**config.mk**
```make
export PLATFORM = sky130hd
export DESIGN_NAME = uart_tx_ctrl
export DESIGN_NICKNAME = d
export VERILOG_FILES = /design/src/rtl/uart_pkg.sv /design/src/rtl/uart_tx_ctrl.sv
export SDC_FILE = /design/constraint.sdc
export NUM_CORES = 1
export LEC_CHECK = 0
export ABC_AREA = 1
export ABC_CLOCK_PERIOD_IN_PS = 1800
export BUFFER_PORTS_ARGS = -buffer_cell sky130_fd_sc_hd__buf_2
export CORE_MARGIN = 2
export CORE_UTILIZATION = 49
export DETAILED_ROUTE_END_ITERATION = 7
export HOLD_SLACK_MARGIN = 0.03
export PLACE_DENSITY = 0.73
export SLEW_MARGIN = 10
export SYNTH_ARGS = -nofsm -noshare
export SYNTH_HDL_FRONTEND = slang
export SYNTH_SLANG_ARGS = --single-unit
```
**constraint.sdc**
```tcl
create_clock -name clk -period 1.8 [get_ports clk]
set_clock_uncertainty 0.2 [all_clocks]
set_input_delay 0.09 -clock clk [delete_from_list [all_inputs] [get_ports clk]]
set_output_delay 0.09 -clock clk [all_outputs]
set_load 0.05 [all_outputs]
```
**src/rtl/uart_pkg.sv**
```systemverilog
// Shared encodings for the UART transmit path: FSM states, data-bit widths, parity modes.
package uart_pkg;

  typedef enum logic [2:0] {
    IDLE   = 3'd0,
    ALIGN  = 3'd1,
    START  = 3'd2,
    DATA   = 3'd3,
    PARITY = 3'd4,
    STOP   = 3'd5
  } state_t;

  typedef enum logic [1:0] {
    DBITS_5 = 2'd0,
    DBITS_6 = 2'd1,
    DBITS_7 = 2'd2,
    DBITS_8 = 2'd3
  } dbits_t;

  localparam logic PARITY_EVEN = 1'b0;
  localparam logic PARITY_ODD  = 1'b1;

  localparam int MIN_DATA_BITS = 5;

endpackage

```
**src/rtl/uart_tx_ctrl.sv**
```systemverilog
// UART transmit frame sequencer: start, 5-8 data bits LSB first, optional parity, 1 or 2 stop bits,
// each bit paced by one baud_tick.
//
// state  | meaning
// IDLE   | line high, ready for a byte
// ALIGN  | byte latched, line high until the next tick starts the start bit
// START  | start bit (0) on the line
// DATA   | data bit bit_cnt on the line
// PARITY | parity bit on the line
// STOP   | stop bit(s) on the line, stop_cnt counts the second one
module uart_tx_ctrl
  import uart_pkg::*;
#(
  parameter int DATA_W = 8
) (
  input  logic              clk,
  input  logic              resetn,
  input  logic              baud_tick,
  input  logic [DATA_W-1:0] tx_data,
  input  logic              tx_valid,
  output logic              tx_ready,
  input  logic [1:0]        cfg_data_bits,
  input  logic              cfg_parity_en,
  input  logic              cfg_parity_odd,
  input  logic              cfg_stop2,
  output logic              tx,
  output logic              busy,
  output logic              tx_done
);

  state_t            state_q, state_d;
  logic              tx_q, tx_d;
  logic [2:0]        bit_cnt_q, bit_cnt_d;
  logic              stop_cnt_q, stop_cnt_d;
  logic              done_q, done_d;
  logic [DATA_W-1:0] data_q, data_d;
  dbits_t            dbits_q, dbits_d;
  logic              par_en_q, par_en_d;
  logic              par_odd_q, par_odd_d;
  logic              stop2_q, stop2_d;

  logic [2:0]        last_idx;
  logic [2:0]        bit_inc;

  // Parity only covers the active data bits; bits above the frame width are masked off.
  function automatic logic frame_parity(input logic [DATA_W-1:0] d, input dbits_t db,
                                        input logic mode);
    logic p;
    p = (mode == PARITY_ODD);
    for (int i = 0; i < DATA_W; i++) begin
      if (i < MIN_DATA_BITS + int'(db)) p = p ^ d[i];
    end
    return p;
  endfunction

  assign last_idx = 3'd4 + {1'b0, dbits_q};
  assign bit_inc  = bit_cnt_q + 3'd1;

  always_comb begin
    state_d    = state_q;
    tx_d       = tx_q;
    bit_cnt_d  = bit_cnt_q;
    stop_cnt_d = stop_cnt_q;
    done_d     = 1'b0;
    data_d     = data_q;
    dbits_d    = dbits_q;
    par_en_d   = par_en_q;
    par_odd_d  = par_odd_q;
    stop2_d    = stop2_q;

    unique case (state_q)
      IDLE: begin
        tx_d = 1'b1;
        if (tx_valid) begin
          data_d    = tx_data;
          dbits_d   = dbits_t'(cfg_data_bits);
          par_en_d  = cfg_parity_en;
          par_odd_d = cfg_parity_odd;
          stop2_d   = cfg_stop2;
          state_d   = ALIGN;
        end
      end
      ALIGN: begin
        if (baud_tick) begin
          tx_d    = 1'b0;
          state_d = START;
        end
      end
      START: begin
        if (baud_tick) begin
          tx_d      = data_q[0];
          bit_cnt_d = 3'd0;
          state_d   = DATA;
        end
      end
      DATA: begin
        if (baud_tick) begin
          if (bit_cnt_q == last_idx) begin
            if (par_en_q) begin
              tx_d    = frame_parity(data_q, dbits_q, par_odd_q);
              state_d = PARITY;
            end else begin
              tx_d       = 1'b1;
              stop_cnt_d = 1'b0;
              state_d    = STOP;
            end
          end else begin
            bit_cnt_d = bit_inc;
            tx_d      = data_q[bit_inc];
          end
        end
      end
      PARITY: begin
        if (baud_tick) begin
          tx_d       = 1'b1;
          stop_cnt_d = 1'b0;
          state_d    = STOP;
        end
      end
      STOP: begin
        if (baud_tick) begin
          if (stop2_q && !stop_cnt_q) begin
            stop_cnt_d = 1'b1;
          end else begin
            done_d  = 1'b1;
            state_d = IDLE;
          end
        end
      end
      default: begin
        tx_d    = 1'b1;
        state_d = IDLE;
      end
    endcase
  end

  always_ff @(posedge clk) begin
    if (!resetn) begin
      state_q    <= IDLE;
      tx_q       <= 1'b1;
      bit_cnt_q  <= 3'd0;
      stop_cnt_q <= 1'b0;
      done_q     <= 1'b0;
      data_q     <= '0;
      dbits_q    <= DBITS_5;
      par_en_q   <= 1'b0;
      par_odd_q  <= PARITY_EVEN;
      stop2_q    <= 1'b0;
    end else begin
      state_q    <= state_d;
      tx_q       <= tx_d;
      bit_cnt_q  <= bit_cnt_d;
      stop_cnt_q <= stop_cnt_d;
      done_q     <= done_d;
      data_q     <= data_d;
      dbits_q    <= dbits_d;
      par_en_q   <= par_en_d;
      par_odd_q  <= par_odd_d;
      stop2_q    <= stop2_d;
    end
  end

  assign tx       = tx_q;
  assign tx_ready = (state_q == IDLE);
  assign busy     = (state_q != IDLE);
  assign tx_done  = done_q;

endmodule

```
### Yosys cells after proc, flatten, opt, wreduce, memory -nomap -nowiden

Cells that the tools add are included.

* register bits after elaboration: 22
* word-level logic and storage cells: 126

* add/subtract/negate cells: 3
* order comparisons: 9
* eq/ne operators: 17
* multiplexer cells: 66
* bitwise logic cells: 9
* reduce and logical (&&, ||, !) cells: 12

Operators with widths (count)
* $lt A4 B32 Y1 const A: 3
* $lt A3 B32 Y1 const A: 2
* $mux W1: 50
* $mux W3: 11
* $lt A1 B32 Y1 const A: 1
* $lt A2 B32 Y1 const A: 1
* $ne A2 B2 Y1 const B: 11
* $pmux W3 S6: 1
* $reduce_and A8 Y1: 1
* $xor A1 B1 Y1: 8
* $reduce_and A7 Y1: 1
* $eq A3 B2 Y1 const B: 2
* $eq A3 B3 Y1 const B: 2
* $pmux W3 S2: 1
* $reduce_bool A3 Y1: 2
* $pmux W1 S5: 1
* $reduce_and A5 Y1: 1
* $add A3 B2 Y4 const A: 1
* $lt A3 B4 Y1 const A: 1
* $lt A3 B4 Y1 const B: 1
* $reduce_and A4 Y1: 1
* $add A3 B1 Y3 const B: 1
* $add A3 B2 Y3 const A: 1
* $bmux W1 S3: 1
* other kinds (10): 10

### Logic depth before layout (Yosys ltp)

Gate-level depths: netlist (run 1).

* depth in word-level cells: 49
* depth in mapped cells: 14
* depth with buffers taken out: 14

### Least setup slack after synthesis (run 1)

OpenSTA, ideal clock, no wires.

* path kind: register -> register
* from: reg state_q[1]
* to: reg state_q[0]
* library setup time: 64 ps
* arrival time: 1559 ps
* slack: -23 ps
* cell stages (with the launch flop): 8
* buffers on the path: 0
* clock period less this slack: 1823 ps
* cell sequence: dfxtp_1 -> nor2_2 -> inv_2 -> nor2_4 -> inv_1 -> o2111ai_1 -> o21ai_1 -> nor2_1

* cells in the longest elaborated chain, start to end: 3
* elaborated cells between the ends (all ways): 16
* those cells by class: 13 x eq/ne; 1 x mux; 2 x reduce/logical

RTL lines
* start: declaration: line uart_tx_ctrl.sv:31 `state_t state_q, state_d;`
* start signal: assignment: line uart_tx_ctrl.sv:150 `state_q <= state_d;`
* $logic_not A3 Y1 *
* net tx_ready: line uart_tx_ctrl.sv:21 `output logic tx_ready,`
* $ne A2 B2 Y1 (no source line)
* $reduce_and A8 Y1 (no source line)

The timed path passes the listed nets; every way through them passes the cells marked *.
A chain may end at the register's enable or synchronous reset.

### Final worst setup path (run 1)

* from: reg state_q[1]
* to: reg state_q[0]

* cells in the longest elaborated chain, start to end: 3
* elaborated cells between the ends (all ways): 16
* those cells by class: 13 x eq/ne; 1 x mux; 2 x reduce/logical

RTL lines
* $eq A3 B3 Y1 (tied with other cells): line uart_tx_ctrl.sv:71 `unique case (state_q)`
* $ne A2 B2 Y1 (no source line)
* $reduce_and A8 Y1 (no source line)

Parallel ways exist; a longest one is shown, timed or not.

==> flow_metrics.py, run 1 <==
metrics = {
    "floorplan": {
        "pin_count": 21,
        "die_area_um2": 3120,
        "core-area_um2": 2520,
        "floorplan.rows": 18,
        "die_h_um": 55.9,
        "chipWidth_um": 55.9,
        "initial_utilization_pct": 52.3,
    },
    "placement": {
        "placed_cell_area_um2": 1480,
        "dp_cells": 248,
        "pre_cts_ws_ns": 0.0837,
        "io_buffers": 20,
        "dpl.hpwl_um": 2390,
        "gp_congestion": 0.843,
    },
    "synthesis": {
        "syn_inst": 196,
        "synthAdderAreaFrac_pct": 0.948,
        "synth-simple-area-share_pct": 34.9,
        "synth-xor-area-share_pct": 1.33,
        "synthArstFlopShare_pct": 0,
        "yosysWarnings": 0,
        "synth_area_leaders": "dfxtp_1 (33%), nand2_1 (14%), a21oi_1 (8.3%)",
        "synth_compound_area_share_pct": 19.7,
        "synth.distinct_cells": 32,
        "synthMuxAreaShare_pct": 0,
        "synth_flop_cell": "dfxtp_1",
        "ys_ff_latch": 22,
        "synth_top_cell_by_area": "dfxtp_1",
        "synth_edf_count": 0,
        "synth_top_area_share_pct": 33.4,
        "synth_nets": 214,
        "ys_seq_area_share_pct": 33.4,
        "synth_top_family_by_area": "simple AND/OR/NAND/NOR gates",
        "syn_area_per_cell_um2": 6.73,
        "syn_area_um2": 1320,
    },
    "outcome": {
        "outcome": "finished clean",
    },
    "route": {
        "drc": 0,
        "via_per_inst": 5.22,
        "firstDrtPassIters": 4,
        "wl_per_cell_um": 12.6,
        "wl_um": 3370,
        "ant_nets": 0,
        "vias": 1399,
        "drtIter0Drc": 51,
    },
    "final_layout": {
        "final_util_pct": 68.9,
        "layout-drive-gt1-share_pct": 24.8,
        "nNetsFinal": 257,
        "area_growth_pct": 31.7,
        "design_area_um2": 1740,
        "diodes": 0,
        "final_cells": 268,
    },
    "timing": {
        "hold_viol": 0,
        "max_freq_ghz": 0.585,
        "worst_hold_slack_ns": 0.275,
        "finalWorstSetupSlack_ns": 0.0914,
        "finalSetupViolCount": 0,
        "tightest_slew_ns": 0.317,
        "finalCritPeriodShare_pct": 94.9,
        "period_minus_slack_ns": 1.71,
        "rsz0062_at_grt": "true",
        "slew_headroom_pct": 78.7,
        "finalMaxSlewViolations": 0,
    },
    "clock_tree": {
        "cts_num_sinks": 22,
        "clockBufferDepth": 2,
        "cts_made_buffers": 3,
        "cts_tree": "built",
        "root_buffer": "clkbuf_4",
        "cts.clk_slew.worst_paths_ns": 0.13,
        "worstSkewPairLatency_ns": 0.31,
        "cts_max_level": 1,
    },
    "pwr": {
        "cellInternalPower_mw": 1.36,
        "p_comb_share_pct": 54.2,
        "p_sw_mw": 1.14,
        "power.share.clock_pct": 15.3,
        "leakage_nw": 0.796,
        "p_sw_share_pct": 45.6,
        "ir_drop_mv": 1.22,
        "power_density_nw_per_um2": 1440,
        "seqPwrFrac_pct": 30.5,
    },
    "worst_setup_path": {
        "worst_ep_arrival_time_ns": 1.71,
        "worst_r2r_path_depth": 7,
        "worstSetupStartpointType": "flop",
        "cp_max_fo": 6,
        "r2r_setup_slack_ns": 0.09,
        "required_ns": 1.81,
        "r2r-end": "state_q[0]",
        "r2r_start": "state_q[1]",
        "cp-end-kind": "flop",
        "cp-endpoint": "state_q[0]",
        "critPathLaunch": "state_q[1]",
        "path_class": "flop to flop",
    },
    "global_routing": {
        "grt_use_met3_pct": 3.95,
        "grt_max_degree": 21,
        "grt_util_met1_pct": 27.8,
        "antenna_found_initial": 0,
        "grt_pass1_vias": 1391,
        "overflow": 0,
        "grt_first_pass_wirelength_um": 5800,
        "grt_usage_pct": 22.6,
        "gr-usage-met2_pct": 40.5,
        "top_usage_layer": "met2",
    },
    "job": {
        "cap_violations": 0,
    },
    "worst_hold_path": {
        "min_path_type": "flop to flop",
    },
}
## layer usage
| layer | wire length [µm] | vias up | part of all wire, % |
|---|---|---|---|
| li1 | - | 723 | - |
| met1 | 1470 | 627 | 44 |
| met2 | 1700 | 37 | 50 |
| met3 | 131 | 12 | 3.9 |
| met4 | 65 | 0 | 1.9 |
| met5 | 0 | - | 0 |
## cell families after synthesis
group	after synthesis
AO/OA/AOI/OAI	46
adder cells (fa/ha/maj)	1
buffers and inverters	33
AND/OR/NAND/NOR	92
flip-flops	22
XOR/XNOR	2
## cells in the mapped netlist, types with 2 or more instances
| cell type | n |
|---|---|
| nand2_1 | 48 |
| inv_1 | 24 |
| a21oi_1 | 22 |
| dfxtp_1 | 22 |
| nand3_1 | 15 |
| o21ai_0 | 14 |
| nor2_1 | 13 |
| inv_2 | 5 |
| o21ai_1 | 4 |
| buf_2 | 2 |
| nand2_2 | 2 |
| nand2_4 | 2 |
| nor2_2 | 2 |
| nor3_1 | 2 |
| xnor2_1 | 2 |
## flip-flops by register name, summed over array words and instances (netlist names)
register	cells
bit_cnt_q	3
data_q	8
dbits_q	2
par_en_q	1
par_odd_q	1
state_q	3
stop2_q	1
stop_cnt_q	1
tx	1
tx_done	1
## power by group through the flow
stage                     registers [mW]  clock network [mW]  logic (mW)
after global routing               0.783               0.407        1.52
after floorplan                    0.778                   0       0.948
after CTS                          0.750               0.386        1.29
after global placement             0.759                   0        1.22
final                              0.764               0.382        1.36
after detailed placement           0.761                   0        1.26
## final cells by class
class / instances / area (µm²)
clock inverter: 1 / 30.0
inverter: 30 / 118
timing repair buffer: 41 / 303
fill: 216 / 785
multi-input combinational: 141 / 781
sequential: 22 / 447
tap: 30 / 37.5
clock buffer: 3 / 22.5
## critical path: stages (launching register included)
cell	delay, ns
dfxtp_1	0.43
buf_4	0.18
nand3_2	0.16
a31oi_1	0.26
nand3b_4	0.20
nand2_1	0.06
o21ai_1	0.07
nor2_1	0.04
## timing repair
action | 4_1_cts | 5_1_grt
hold buffers | 16 | 0
hold endpoints to repair | 18 | 0
resized for setup | 0 | 15
endpoints found under the setup margin | 0 | 15
setup buffers | 0 | 0
## placed cells by master, fill, tap and decap left out, types with 2 or more instances in the layout
cell / synthesis / final
a21oi_1: 22 / 20
a21oi_2: 1 / 2
a21oi_4: 1 / 2
buf_2: 2 / 18
buf_4: 0 / 6
clkbuf_4: 0 / 4
dfxtp_1: 22 / 19
dfxtp_2: 0 / 2
dlygate4sd3_1: 0 / 16
inv_1: 24 / 23
inv_2: 5 / 5
inv_4: 1 / 2
nand2_1: 48 / 47
nand2_2: 2 / 3
nand2_4: 2 / 2
nand3_1: 15 / 15
nor2_1: 13 / 13
nor2_2: 2 / 2
nor3_1: 2 / 2
o21ai_0: 14 / 13
o21ai_1: 4 / 5
xnor2_1: 2 / 2
## per-stage QoR
step	power (mW)	setup TNS [ns]
2_1_floorplan	1.73	-0.0228
3_3_place_gp	1.98	0
3_5_place_dp	2.02	0
4_1_cts	2.43	0
5_1_grt	2.71	-0.0110
6_report	2.50	0
## worst min path at each step
stage	start	endpoint	slack [ns]	depth (start not counted)
after global placement	tx_data[2]	data_q[2]	0.17	3
after floorplan	resetn	data_q[1]	0.03	2
after global routing	stop2_q	stop2_q	0.31	2
after detailed placement	tx_data[4]	data_q[4]	0.18	3
final	stop2_q	stop2_q	0.28	2
after CTS	stop2_q	stop2_q	0.28	2
Note: power is estimated with default switching activity, not from simulation.
==> run 2: changes to the inputs <==
Settings changed: CTS_CLUSTER_DIAMETER from default to 80, REMOVE_ABC_BUFFERS from default to 1.
==> run 2 against run 1 <==
Compared with the run above:
- critical path depth shrank 2
- combinational power shrank 7%
- largest cell class unchanged
- first-iteration DRC count grew 80%
- clock power grew 1%
- sequential share of layout area grew 0.29 points
- routed wire length shrank 6.2%
- die area is the same
- clock-buffer cell count is the same
- non-clock buffer count shrank 1
- critical endpoint is now busy
- setup slack lost 0.0092 ns
==> flow_metrics.py, run 2 (synthesized netlist as in run 1, its figures left out) <==
metrics = {
    "global_routing": {
        "gr-usage-met2_pct": 36.7,
        "grt_max_degree": 24,
        "grt_first_pass_wirelength_um": 5410,
        "top_usage_layer": "met2",
        "grt_pass1_vias": 1259,
        "antenna_found_initial": 0,
        "grt_usage_pct": 21.5,
        "grt_util_met1_pct": 27.7,
        "overflow": 0,
        "grt_use_met3_pct": 2.56,
    },
    "timing": {
        "hold_viol": 0,
        "finalMaxSlewViolations": 0,
        "rsz0062_at_grt": "true",
        "slew_headroom_pct": 80.8,
        "period_minus_slack_ns": 1.72,
        "finalSetupViolCount": 0,
        "finalCritPeriodShare_pct": 95.4,
        "finalWorstSetupSlack_ns": 0.0822,
        "tightest_slew_ns": 0.288,
        "max_freq_ghz": 0.582,
    },
    "clock_tree": {
        "cts.clk_slew.worst_paths_ns": 0.13,
        "clockBufferDepth": 2,
        "worstSkewPairLatency_ns": 0.32,
        "cts_num_sinks": 22,
        "root_buffer": "clkbuf_4",
        "cts_made_buffers": 3,
        "cts_max_level": 1,
        "cts_tree": "built",
    },
    "job": {
        "cap_violations": 0,
    },
    "worst_setup_path": {
        "worst_ep_arrival_time_ns": 1.43,
        "cp-endpoint": "busy",
        "cp_max_fo": 7,
        "required_ns": 1.51,
        "r2r_start": "bit_cnt_q[0]",
        "cp-end-kind": "primary output",
        "r2r-end": "bit_cnt_q[2]",
        "path_class": "flop to primary output",
        "worst_r2r_path_depth": 11,
        "worstSetupStartpointType": "flop",
        "r2r_setup_slack_ns": 0.11,
        "critPathLaunch": "state_q[0]",
    },
    "route": {
        "ant_nets": 0,
        "wl_um": 3160,
        "vias": 1383,
        "drtIter0Drc": 92,
        "firstDrtPassIters": 5,
        "drc": 0,
        "wl_per_cell_um": 11.8,
        "via_per_inst": 5.18,
    },
    "pwr": {
        "leakage_nw": 0.789,
        "power_density_nw_per_um2": 1420,
        "ir_drop_mv": 0.896,
    },
    "final_layout": {
        "area_growth_pct": 29.1,
        "final_util_pct": 67.6,
        "reg_top3": "data_q (8), bit_cnt_q (3), state_q (3)",
        "final_cell_mix": "nand2_1 (48), inv_1 (24), a21oi_1 (22)",
        "layout-drive-gt1-share_pct": 22.4,
        "largest_reg_flops": 8,
        "regMostFlops": "data_q",
        "final_common_cell": "nand2_1",
        "diodes": 0,
        "nNetsFinal": 256,
    },
    "floorplan": {
        "pin_count": 21,
        "die_h_um": 55.9,
        "floorplan.rows": 18,
        "die_area_um2": 3120,
        "core-area_um2": 2520,
        "chipWidth_um": 55.9,
        "initial_utilization_pct": 52.3,
    },
    "placement": {
        "gp_congestion": 0.856,
        "dpl.hpwl_um": 2280,
        "io_buffers": 20,
        "pre_cts_ws_ns": 0.121,
    },
    "worst_hold_path": {
        "min_path_type": "flop to flop",
        "hold_path_depth": 2,
    },
    "outcome": {
        "outcome": "finished clean",
    },
}
## run 2: cell types whose count changed in the layout (fill, tap and decap cells not counted), sizes merged
| cell | delta |
|---|---|
| clkbuf | -1 |
## run 2: worst min-delay path by stage
stage,slack [ns],endpoint,start
5_1_grt,0.28,stop2_q,stop2_q
6_report,0.26,stop2_q,stop2_q
3_3_place_gp,0.17,data_q[4],tx_data[4]
2_1_floorplan,0.01,state_q[2],resetn
3_5_place_dp,0.17,data_q[6],tx_data[6]
4_1_cts,0.26,stop2_q,stop2_q
## run 2: through the flow
stage                     power, mW  cells  hold WS, ns  setup TNS [ns]  cell area [µm²]
after floorplan                1.71    193       0.0105           -1.43             1310
after detailed placement       1.98    245        0.170               0             1460
after CTS                      2.41    265        0.261               0             1670
after global placement         1.94    245        0.165               0             1460
after global routing           2.61    267        0.280         -0.0551             1700
final                          2.42    267        0.257               0             1700
## run 2: routing by layer
metal | vias to the layer above | share of wire (%)
li1 | 722 | -
met1 | 615 | 47
met2 | 39 | 47
met3 | 7 | 4.4
met4 | 0 | 1.7
met5 | - | 0
## run 2: report_power, final
part,switching [mW],total [mW],internal [mW]
combinational,0.820,1.27,0.449
clock,0.162,0.387,0.225
sequential,0.135,0.769,0.634
total,1.12,2.42,1.31
## run 2: final cells by class
type | instances | area (µm²)
Fill cell | 229 | 818
Multi-Input combinational cell | 141 | 763
Sequential cell | 22 | 443
Timing Repair Buffer | 40 | 290
Inverter | 30 | 118
Tap cell | 30 | 37.5
Clock inverter | 1 | 30.0
Clock buffer | 3 | 22.5
## run 2: critical path, stage by stage (launching register included)
cell     delay [ns]
dfxtp_1        0.39
nor2_2         0.17
inv_2          0.07
nor2_4         0.18
inv_1          0.09
buf_2          0.22
## run 2: repair_timing
| action | CTS | global route |
|---|---|---|
| hold endpoints to repair | 18 | 0 |
| gates resized for setup | 0 | 6 |
| hold buffers | 16 | 0 |
| setup buffers | 0 | 2 |
| setup endpoints to repair | 0 | 15 |
==> run 3: changes to the inputs <==
Settings changed: CORE_MARGIN 2 to 4.
==> run 3 against run 2 <==
Compared with the run above:
- sequential power about the same
- first-iteration DRC count down 7.6%
- final cell count decreased by 0.37%
- setup slack improved by 0.016 ns
- critical path depth down 1
- utilization increased by 0.099 points
- clock-buffer cell count up 1
- sequential share of layout area up 0.40 points
- clock power down 30%
- power shrank 3.7%
- largest cell class unchanged
- largest power group unchanged
==> flow_metrics.py, run 3 (synthesized netlist as in run 1, its figures left out) <==
metrics = {
    "outcome": {
        "outcome": "finished clean",
    },
    "timing": {
        "finalMaxSlewViolations": 0,
        "slew_headroom_pct": 79.7,
        "tns_ns": 0,
        "worst_hold_slack_ns": 0.268,
        "tightest_slew_ns": 0.303,
        "max_freq_ghz": 0.588,
        "period_minus_slack_ns": 1.70,
        "finalCritPeriodShare_pct": 94.6,
        "finalSetupViolCount": 0,
        "hold_viol": 0,
    },
    "final_layout": {
        "diodes": 0,
        "final_common_cell": "nand2_1",
        "design_area_um2": 1710,
        "regMostFlops": "data_q",
        "final_cells": 266,
        "reg_top3": "data_q (8), bit_cnt_q (3), state_q (3)",
        "largest_reg_flops": 8,
        "nNetsFinal": 255,
        "layout-drive-gt1-share_pct": 24.2,
        "final_cell_mix": "nand2_1 (48), inv_1 (24), a21oi_1 (20), buf_2 (20), dfxtp_1 (18)",
        "area_growth_pct": 29.3,
    },
    "placement": {
        "placed_cell_area_um2": 1450,
        "io_buffers": 20,
        "dpl.hpwl_um": 2360,
        "dp_cells": 244,
        "gp_congestion": 0.907,
    },
    "floorplan": {
        "die_h_um": 59.9,
        "pin_count": 21,
        "core-area_um2": 2520,
        "die_area_um2": 3590,
        "chipWidth_um": 59.9,
        "floorplan.rows": 18,
        "initial_utilization_pct": 52.3,
    },
    "worst_setup_path": {
        "path_delay_family": "flip-flops",
        "worst_r2r_path_depth": 7,
        "r2r_setup_slack_ns": 0.13,
        "worst_ep_arrival_time_ns": 1.41,
        "cp-end-kind": "primary output",
        "crit_slowest_cell": "dfxtp_1",
        "path_class": "flop to primary output",
        "r2r_start": "state_q[0]",
        "path_cells": "nor2_2, inv_2, nor2_4, buf_2",
        "slowest_delay_ns": 0.39,
        "cp_num_buf_inv": 2,
        "cp_max_fo": 7,
        "required_ns": 1.51,
        "worstSetupStartpointType": "flop",
        "r2r-end": "state_q[1]",
    },
    "clock_tree": {
        "cts_made_buffers": 3,
        "worstSkewPairLatency_ns": 0.31,
        "cts.clk_slew.worst_paths_ns": 0.11,
        "cts_tree": "built",
        "clockBufferDepth": 2,
        "cts_num_sinks": 22,
        "root_buffer": "clkbuf_4",
        "cts_max_level": 1,
    },
    "route": {
        "vias": 1355,
        "firstDrtPassIters": 5,
        "wl_per_cell_um": 12.1,
        "drtIter0Drc": 85,
        "via_per_inst": 5.09,
        "wl_um": 3230,
        "drc": 0,
        "ant_nets": 0,
    },
    "pwr": {
        "ir_drop_mv": 1.05,
        "finalPower_mw": 2.33,
        "leakage_nw": 0.778,
        "p_sw_share_pct": 47.8,
        "cellInternalPower_mw": 1.22,
        "p_sw_mw": 1.12,
        "power.share.clock_pct": 11.6,
        "power_density_nw_per_um2": 1370,
        "seqPwrFrac_pct": 33.1,
        "p_comb_share_pct": 55.3,
    },
    "worst_hold_path": {
        "hold_path_depth": 2,
        "min_from": "stop2_q",
        "holdPathEnd": "stop2_q",
        "min_path_type": "flop to flop",
    },
    "global_routing": {
        "overflow": 0,
        "grt_first_pass_wirelength_um": 5200,
        "grt_usage_pct": 19.1,
        "grt_max_degree": 24,
        "grt_pass1_vias": 1244,
        "antenna_found_initial": 0,
    },
    "job": {
        "cap_violations": 0,
    },
}
## run 3: power groups by stage
stage                     registers [mW]  logic (mW)  clock network, mW
after floorplan                    0.778       0.933                  0
after global placement             0.772        1.16                  0
after detailed placement           0.782        1.20                  0
after CTS                          0.772        1.23              0.283
after global routing               0.794        1.45              0.300
final                              0.772        1.29              0.271
## run 3: worst max-delay path by stage
| stage | start | end | slack (ns) | depth (start not counted) |
|---|---|---|---|---|
| final | state_q[0] | tx_ready | 0.1 | 4 |
| after global routing | bit_cnt_q[0] | bit_cnt_q[2] | -0.004 | 11 |
| after CTS | bit_cnt_q[0] | tx | 0.06 | 12 |
| after detailed placement | bit_cnt_q[0] | tx | 0.005 | 12 |
| after global placement | bit_cnt_q[0] | tx | 0.12 | 12 |
| after floorplan | state_q[1] | data_q[0] | -0.13 | 6 |
## run 3: cell type report
class / count / area (µm²)
fillers: 213 / 816
clock buffers: 4 / 36.3
multi-input cells: 141 / 785
flip-flops and latches: 22 / 450
well taps: 30 / 37.5
repair buffers: 39 / 283
inverters: 30 / 115
## run 3: routing by layer
metal	part of all wire [%]	GRT usage [%]	vias to the layer above
met2	49	32.6	19
met3	3.4	4.75	5
met5	0	0	-
li1	-	-	719
met1	46	23.6	612
met4	1.1	5.70	0
## run 3: worst reg2reg max path, delay by kind of cell, from the launching register on
family	cells	cell delay [ns]
AOI/OAI and AO/OA	2	0.32
buffers and inverters	1	0.17
DFF	1	0.39
and+or+nand+nor	4	0.49
## run 3: stage by stage
| step | setup WS, ns | utilization, % |
|---|---|---|
| 2_1_floorplan | -0.134 | - |
| 3_5_place_dp | 0.00476 | 57.5 |
| 4_1_cts | 0.0570 | 65.4 |
| 6_report | 0.0980 | 67.7 |
| 5_1_grt | -0.00415 | 67.7 |
| 3_3_place_gp | 0.123 | 57.5 |
## run 3: timing repair
action | 4_1_cts | 5_1_grt
hold buffers | 16 | 0
setup buffers | 0 | 2
setup endpoints to repair | 1 | 5
endpoints found under the hold margin | 18 | 0
gates resized for setup | 1 | 11
